File: src/rtl/gbsha_fir_prog.sv
// Programmable-coefficient FIR filter with a sequential multiply-accumulate engine (one tap per clock).
// Each result is arithmetically shifted, saturated to the output width, and any clipping sets a sticky flag.
module gbsha_fir_prog #(
  parameter int N_TAPS  = 4,
  parameter int BW_IN   = 4,
  parameter int BW_COEF = 4,
  parameter int BW_OUT  = 8,
  parameter int SHIFT   = 0
) (
  input  logic                      clk,
  input  logic                      reset,
  input  logic signed [BW_IN-1:0]   x_in,
  input  logic                      valid_in,
  input  logic signed [BW_COEF-1:0] coef_in,
  input  logic                      coef_we,
  output logic signed [BW_OUT-1:0]  y_out,
  output logic                      valid_out,
  output logic                      busy,
  output logic                      sat
);

  localparam int BW_PROD = BW_IN + BW_COEF;
  localparam int BW_ACC  = BW_PROD + $clog2(N_TAPS);
  localparam int IDXW    = $clog2(N_TAPS);
  localparam int BW_WIDE = BW_ACC + BW_OUT;
  localparam logic [IDXW-1:0] LAST_IDX = IDXW'(N_TAPS - 1);
  localparam logic signed [BW_WIDE-1:0] MAX_POS = {{(BW_WIDE-BW_OUT+1){1'b0}}, {(BW_OUT-1){1'b1}}};
  localparam logic signed [BW_WIDE-1:0] MIN_NEG = {{(BW_WIDE-BW_OUT+1){1'b1}}, {(BW_OUT-1){1'b0}}};

  typedef enum logic {IDLE, MAC} state_t;

  state_t                     r_state;
  state_t                     w_stateNext;
  logic signed [BW_IN-1:0]    r_x [N_TAPS];
  logic signed [BW_COEF-1:0]  r_c [N_TAPS];
  logic signed [BW_ACC-1:0]   r_acc;
  logic [IDXW-1:0]            r_idx;
  logic signed [BW_OUT-1:0]   r_yOut;
  logic                       r_validOut;
  logic                       r_sat;

  logic                       w_load;
  logic                       w_accept;
  logic                       w_last;
  logic signed [BW_PROD-1:0]  w_cExt;
  logic signed [BW_PROD-1:0]  w_xExt;
  logic signed [BW_PROD-1:0]  w_prod;
  logic signed [BW_ACC-1:0]   w_sum;
  logic signed [BW_ACC-1:0]   w_shifted;
  logic signed [BW_WIDE-1:0]  w_wide;
  logic signed [BW_OUT-1:0]   w_yNext;
  logic                       w_satHit;

  always_ff @(posedge clk or posedge reset) begin
    if (reset) begin
      r_state <= IDLE;
    end else begin
      r_state <= w_stateNext;
    end
  end

  // Coefficient writes win over samples; both are ignored while the MAC runs.
  always_comb begin
    w_stateNext = r_state;
    w_load      = 1'b0;
    w_accept    = 1'b0;
    w_last      = 1'b0;
    case (r_state)
      IDLE: begin
        if (coef_we) begin
          w_load = 1'b1;
        end else if (valid_in) begin
          w_accept    = 1'b1;
          w_stateNext = MAC;
        end
      end
      MAC: begin
        if (r_idx == LAST_IDX) begin
          w_last      = 1'b1;
          w_stateNext = IDLE;
        end
      end
      default: w_stateNext = IDLE;
    endcase
  end

  // Sum is widened by BW_OUT bits so the clamp compare works for any SHIFT/BW_OUT mix.
  always_comb begin
    w_cExt    = {{BW_IN{r_c[r_idx][BW_COEF-1]}}, r_c[r_idx]};
    w_xExt    = {{BW_COEF{r_x[r_idx][BW_IN-1]}}, r_x[r_idx]};
    w_prod    = w_cExt * w_xExt;
    w_sum     = r_acc + {{(BW_ACC-BW_PROD){w_prod[BW_PROD-1]}}, w_prod};
    w_shifted = w_sum >>> SHIFT;
    w_wide    = {{BW_OUT{w_shifted[BW_ACC-1]}}, w_shifted};
    w_satHit  = 1'b0;
    if (w_wide > MAX_POS) begin
      w_yNext  = {1'b0, {(BW_OUT-1){1'b1}}};
      w_satHit = 1'b1;
    end else if (w_wide < MIN_NEG) begin
      w_yNext  = {1'b1, {(BW_OUT-1){1'b0}}};
      w_satHit = 1'b1;
    end else begin
      w_yNext = w_wide[BW_OUT-1:0];
    end
  end

  always_ff @(posedge clk or posedge reset) begin
    if (reset) begin
      for (int k = 0; k < N_TAPS; k++) begin
        r_x[k] <= '0;
        r_c[k] <= '0;
      end
      r_acc      <= '0;
      r_idx      <= '0;
      r_yOut     <= '0;
      r_validOut <= 1'b0;
      r_sat      <= 1'b0;
    end else begin
      r_validOut <= 1'b0;
      if (w_load) begin
        r_c[0] <= coef_in;
        for (int k = 1; k < N_TAPS; k++) r_c[k] <= r_c[k-1];
      end
      if (w_accept) begin
        r_x[0] <= x_in;
        for (int k = 1; k < N_TAPS; k++) r_x[k] <= r_x[k-1];
        r_acc <= '0;
        r_idx <= '0;
      end
      if (r_state == MAC) begin
        r_acc <= w_sum;
        r_idx <= r_idx + 1'b1;
        if (w_last) begin
          r_yOut     <= w_yNext;
          r_validOut <= 1'b1;
          if (w_satHit) r_sat <= 1'b1;
        end
      end
    end
  end

  assign y_out     = r_yOut;
  assign valid_out = r_validOut;
  assign busy      = (r_state == MAC);
  assign sat       = r_sat;

endmodule
File: config.mk
export PLATFORM = sky130hd
export DESIGN_NAME = gbsha_fir_prog
export DESIGN_NICKNAME = d
export VERILOG_FILES = /design/src/rtl/gbsha_fir_prog.sv
export SDC_FILE = /design/constraint.sdc
export NUM_CORES = 1
export LEC_CHECK = 0
export BUFFER_PORTS_ARGS = -buffer_cell sky130_fd_sc_hd__buf_2
export CAP_MARGIN = 20
export CORE_MARGIN = 2
export CORE_UTILIZATION = 60
export CTS_CLUSTER_SIZE = 28
export DETAILED_ROUTE_END_ITERATION = 16
export PLACE_DENSITY_LB_ADDON = 0.05
export SLEW_MARGIN = 20
export SYNTH_ARGS = -nofsm -noshare
export SYNTH_HDL_FRONTEND = slang
export SYNTH_SLANG_ARGS = --single-unit
File: constraint.sdc
create_clock -name clk -period 7.4 [get_ports clk]
set_clock_uncertainty 0.2 [all_clocks]
set_input_delay 1.48 -clock clk [delete_from_list [all_inputs] [get_ports clk]]
set_output_delay 1.48 -clock clk [all_outputs]
set_load 0.03 [all_outputs]
==> results_dict.tcl, run 1 <==
set metrics [dict create \
    route.detailed.drc 0 \
    tightest_slew_ps 1010 \
    hold_ws_ps 283 \
    synth_ff_type "dfrtp_1" \
    post_cts_buffers 0 \
    hp-class "flip-flop to flip-flop" \
    crit_path_cell_trace "mux4_2 -> nand2b_1 -> fa_1 -> fa_1 -> fa_1 -> inv_1 -> ha_1 -> fa_1 -> a21o_1 -> a21oi_1 -> xnor2_1 -> xnor2_1 -> ha_1 -> a21o_1 -> o31ai_1 -> xnor2_1 -> a211oi_2 -> or3_1" \
    required_ps 7390 \
    vias_per_cell 5.68 \
    cts.hold.buffers_added 0 \
    ys_seq_area_share_pct 41.9 \
    maxCapViolations 0 \
    diodes 0 \
    yosysUniqueCellTypes 43 \
    run_status "finished, final reports clean" \
    grt_use_total_pct 20.6 \
    post_cts_resized 0 \
    start_util_pct 63.1 \
    nNetsFinal 334 \
    cp-end-kind "flip-flop" \
    gp_congestion 0.742 \
    setup_slack_ps 715 \
    path_common_cell "fa_1" \
    clock-sinks 55 \
    numCtsBuffers 5 \
    syn_area_per_cell_um2 12.2 \
    grt_pass1_vias 2150 \
    max_stage_delay_ps 800 \
    clk_latency_ps 310 \
    dp_hpwl_mm 4.31 \
    finalHoldViolations 0 \
    clk_pin_slew_ps 90 \
    slew_violations 0 \
    place_area_um2 3440 \
    cts_tree "yes" \
    maxSlewHeadroom_pct 32.0 \
    synth.net_count 313 \
    drt_wl_total_mm 5.57 \
    synth-warning-count 0 \
    antenna_found_initial 0 \
    fp-row-count 26 \
    port_buffers 22 \
    grt_pass1_wl_mm 9.87 \
    htree_levels 2 \
    path_max_fanout 14 \
    finalSetupViolCount 0 \
    grt_max_degree 56 \
    die_width_um 78.0 \
    vias 2052 \
    setup-tns-final_ps 0 \
    fin_crit_sh_pct 90.3 \
    drive_above_1_share_pct 26.8 \
    wire_per_inst_um 15.4 \
    clockBufferDepth 2 \
    coreArea_um2 5200 \
    netlist_area_um2 3290 \
    dp_slack_ps 681 \
    fmax_mhz 150 \
    fin_crit_ps 6690 \
    clk_root_buffer_cell "clkbuf_8" \
    ioPinCount 23 \
    synth_edf_count 0 \
    firstDrtPassIters 4 \
    critPathLaunchType "flip-flop" \
    fp.dieArea_um2 6090 \
    rsz0062_at_grt "no" \
    area_growth_pct 7.92 \
    drt_iter0_markers 58 \
    crit_slowest_cell "xnor2_1" \
    ys_ff_latch 55 \
    crit_type "flip-flop to flip-flop" \
    async_reset_ff_share_pct 100 \
    die_h_um 78.0 \
    final_area_um2 3550 \
    drtAntennaViolNets 0 \
    grt_overflow 0 \
    final.fill_count 399 \
    worstPathArrival_ps 6680 \
    synth_cells 269 \
]
[logic make-up after synthesis]
group           share of synthesized area (%)
compound gates                           12.5
flops                                    41.9
simple gates                             7.08
mux                                      16.4
fa+ha+maj                                14.5
buf+inv                                  3.54
xor+xnor                                 4.11
[worst max-delay path, delay by kind of cell (launching register included)]
kind,cells,cell delay [ps]
adders and majority gates,6,2540
xor gates and xnor gates,3,1170
AOI/OAI and AO/OA,5,770
DFF,1,680
muxes,1,600
and+or+nand+nor,2,570
buffers and inverters,1,40
[placed cells by master (no fill, tap or decap), types with 3 or more instances in the layout]
cell type  instances
a22o_1             8
a21oi_1            5
nand2_1           16
o21ai_0           15
xnor2_1            9
ha_1              22
fa_1              10
clkbuf_8           7
a31oi_1            4
dfrtp_1           55
a211oi_1           3
inv_1             14
o31ai_1            6
mux4_2             8
and2_1             9
a21o_1             5
or3_1              3
nor2_1             9
mux2_2            32
buf_2             22
[final cells by class]
type / instances / area, µm² / area share, %
Clock buffer: 7 / 96.3 / 2.72
Timing Repair Buffer: 24 / 125 / 3.53
Sequential cell: 55 / 1380 / 38.8
Inverter: 16 / 60.1 / 1.69
Multi-Input combinational cell: 188 / 1790 / 50.6
Clock inverter: 1 / 7.51 / 0.212
Tap cell: 70 / 87.6 / 2.47
[cell usage after synthesis, types with 2 or more instances]
library cell	number	area [µm²]
dfrtp_1	55	1380
mux2_2	32	360
ha_1	22	275
nand2_1	16	60.1
inv_1	15	56.3
o21ai_0	15	75.1
fa_1	10	200
and2_1	9	56.3
nor2_1	9	33.8
xnor2_1	9	78.8
a22o_1	8	70.1
mux4_2	8	180
clkbuf_1	6	22.5
o31ai_1	6	45.0
a21o_1	5	37.5
a21oi_1	5	25.0
a31oi_1	4	25.0
a211oi_1	3	22.5
or3_1	3	18.8
and3_1	2	12.5
nand2b_1	2	12.5
nor2b_1	2	12.5
nor3_1	2	10.0
xor2_1	2	17.5
[registers in the layout, summed over array words and instances, names as in the netlist]
signal / cells
r_acc: 10
sat: 1
r_x: 16
valid_out: 1
busy: 1
r_c: 16
y_out: 8
r_idx: 2
[layer usage]
metal	up-vias	wire length, µm	track usage, %	share of wire (%)
li1	1008	-	-	-
met3	10	123	4.02	2.2
met5	-	0	0	0
met4	0	98	6.84	1.8
met2	22	2750	35.0	49
met1	1012	2610	26.6	47
[stage by stage]
stage / utilization [%] / instances
after floorplan: - / 269
after global placement: 66.2 / 353
after detailed placement: 66.2 / 353
after CTS: 68.1 / 361
after global routing: 68.1 / 361
final: 68.1 / 361
[worst paths after layout]
| check | from | to | slack, ps | depth (start not counted) |
|---|---|---|---|---|
| min reg2reg | y_out[2] | y_out[2] | 280 | 2 |
| max in group asynchronous | reset | r_c[12] | 5410 | 3 |
| min | y_out[2] | y_out[2] | 280 | 2 |
| max | r_idx[0] | sat | 710 | 18 |
| max reg2reg | r_idx[0] | sat | 710 | 18 |
| min in group asynchronous | reset | busy | 1150 | 3 |
Power of run 1 is not shown: default switching activity piles up to over one toggle a cycle in this logic, so the estimate is an artifact.
==> inputs of run 2 (changes only) <==
- ABC_AREA: default -> 1
==> results_dict.tcl, run 2 <==
set metrics [dict create \
    drt_wl_total_mm 6.86 \
    max_stage_delay_ps 900 \
    fin_crit_ps 6250 \
    fmax_mhz 160 \
    finalSetupViolCount 0 \
    cts.hold.buffers_added 0 \
    tightest_slew_ps 973 \
    cts_tree "yes" \
    syn_area_per_cell_um2 8.22 \
    coreArea_um2 5570 \
    slew_violations 0 \
    drt_iter0_markers 213 \
    area_growth_pct 7.46 \
    fp-row-count 27 \
    critPathLaunchType "flip-flop" \
    synth.most_common_cell "nand2_1" \
    synth_common_cells "nand2_1 (106), inv_1 (65), dfrtp_1 (55), o21ai_0 (30), nor2_1 (29)" \
    ys_ff_latch 55 \
    crit_slowest_cell "dfrtp_1" \
    fp.dieArea_um2 6440 \
    final_common_cell "nand2_1" \
    drtAntennaViolNets 0 \
    crit_type "flip-flop to flip-flop" \
    clock-sinks 55 \
    wl_met1_mm 3.50 \
    wire_per_inst_um 13.3 \
    ff2ff_path_depth 28 \
    die_h_um 80.2 \
    numCtsBuffers 5 \
    clk_pin_slew_ps 110 \
    netlist_area_um2 3490 \
    maxCapViolations 0 \
    ys_seq_area_share_pct 39.5 \
    maxSlewHeadroom_pct 35.0 \
    start_util_pct 62.6 \
    cp-end-kind "flip-flop" \
    routed.top_layer "met4" \
    synth-warning-count 0 \
    die_width_um 80.2 \
    grt_pass1_wl_mm 12.2 \
    synth_cells 424 \
    setup-tns-final_ps 0 \
    final_cell_mix "nand2_1 (106), inv_1 (64), dfrtp_1 (55)" \
    worstPathArrival_ps 6270 \
    grt_use_total_pct 24.4 \
    synth_top_area_share_pct 39.5 \
    post_cts_resized 0 \
    port_buffers 22 \
    gp_congestion 0.940 \
    path_common_cell "nand2_1" \
    yosysUniqueCellTypes 32 \
    hp-class "flip-flop to flip-flop" \
    ioPinCount 23 \
    grt_pass1_vias 2696 \
    diodes 0 \
    clk_root_buffer_cell "clkbuf_8" \
    htree_levels 2 \
    synth_ff_type "dfrtp_1" \
    wl_met3_um 323 \
    run_status "finished, final reports clean" \
    rsz0062_at_grt "no" \
    drive_above_1_share_pct 13.3 \
    firstDrtPassIters 5 \
    vias 2688 \
    finalHoldViolations 0 \
    min_path_cells 2 \
    grt_max_degree 56 \
    clockBufferDepth 2 \
    yosys-top-cells-area "dfrtp_1 (39%), nand2_1 (11%), ha_1 (7.9%)" \
    clk_latency_ps 320 \
    reg_top3 "r_c x16, r_x x16, r_acc x10" \
    fin_crit_sh_pct 84.5 \
    required_ps 7410 \
    path_max_fanout 27 \
    route.detailed.drc 0 \
    async_reset_ff_share_pct 100 \
    dr_wl_met2_mm 2.90 \
    antenna_found_initial 0 \
    dp_hpwl_mm 5.07 \
    synth.net_count 468 \
    nNetsFinal 487 \
    grt_overflow 0 \
    vias_per_cell 5.21 \
    synth_edf_count 0 \
    yosysTopAreaCell "dfrtp_1" \
    post_cts_buffers 0 \
]
run 2: cell count changes in the layout (fill, tap and decap cells not counted), moves of 15 or more:
cell | before | now
o21ai_0 | 15 | 30
inv_1 | 14 | 64
nor2_1 | 9 | 29
mux2_2 | 32 | 4
nand2_1 | 16 | 106
a21oi_1 | 5 | 28
run 2: metrics by stage:
step / util (%) / worst slack, ps / hold WS, ps / cells / instance area (µm²)
after floorplan: - / 1700 / 253 / 424 / 3490
after global placement: 65.4 / 1330 / 259 / 508 / 3650
after detailed placement: 65.4 / 1180 / 249 / 508 / 3650
after CTS: 67.2 / 1160 / 281 / 516 / 3750
after global routing: 67.2 / 640 / 312 / 516 / 3750
final: 67.2 / 1150 / 271 / 516 / 3750
run 2: kinds of logic after synthesis:
logic type,synth area share [%]
and+or+nand+nor,23.0
AOI/OAI and AO/OA,11.7
muxes,1.29
xor gates and xnor gates,2.26
buffers and inverters,8.68
adders and majority gates,13.6
DFF,39.5
run 2: metal layers:
| metal | vias to the layer above | GRT usage [%] |
|---|---|---|
| li1 | 1375 | - |
| met1 | 1231 | 35.6 |
| met2 | 66 | 36.3 |
| met3 | 16 | 4.61 |
| met4 | 0 | 8.47 |
| met5 | - | 0 |
run 2: final cells by class:
type,instances,area [µm²]
clock buffers,6,82.6
clock inverters,2,18.8
fillers,496,1830
inverters,67,254
multi-input cells,291,1810
flip-flops and latches,55,1380
well taps,72,90.1
repair buffers,23,118
run 2: critical path: cells and delay by family (launching register included):
family,cells,cell delay [ps]
buffers and inverters,5,350
AOI/OAI and AO/OA,1,310
and+or+nand+nor,15,1730
xor gates and xnor gates,1,230
adders and majority gates,6,2420
DFF,1,900
run 2: final timing paths:
kind	from	endpoint	slack, ps
hold reg to reg	sat	sat	270
setup reg to reg	r_idx[0]	y_out[1]	1150
min in group asynchronous	reset	r_x[13]	1150
max in group asynchronous	reset	r_x[0]	5400
setup / recovery	r_idx[0]	y_out[1]	1150
hold / removal	sat	sat	270
Power of run 2 is left out for the same reason.
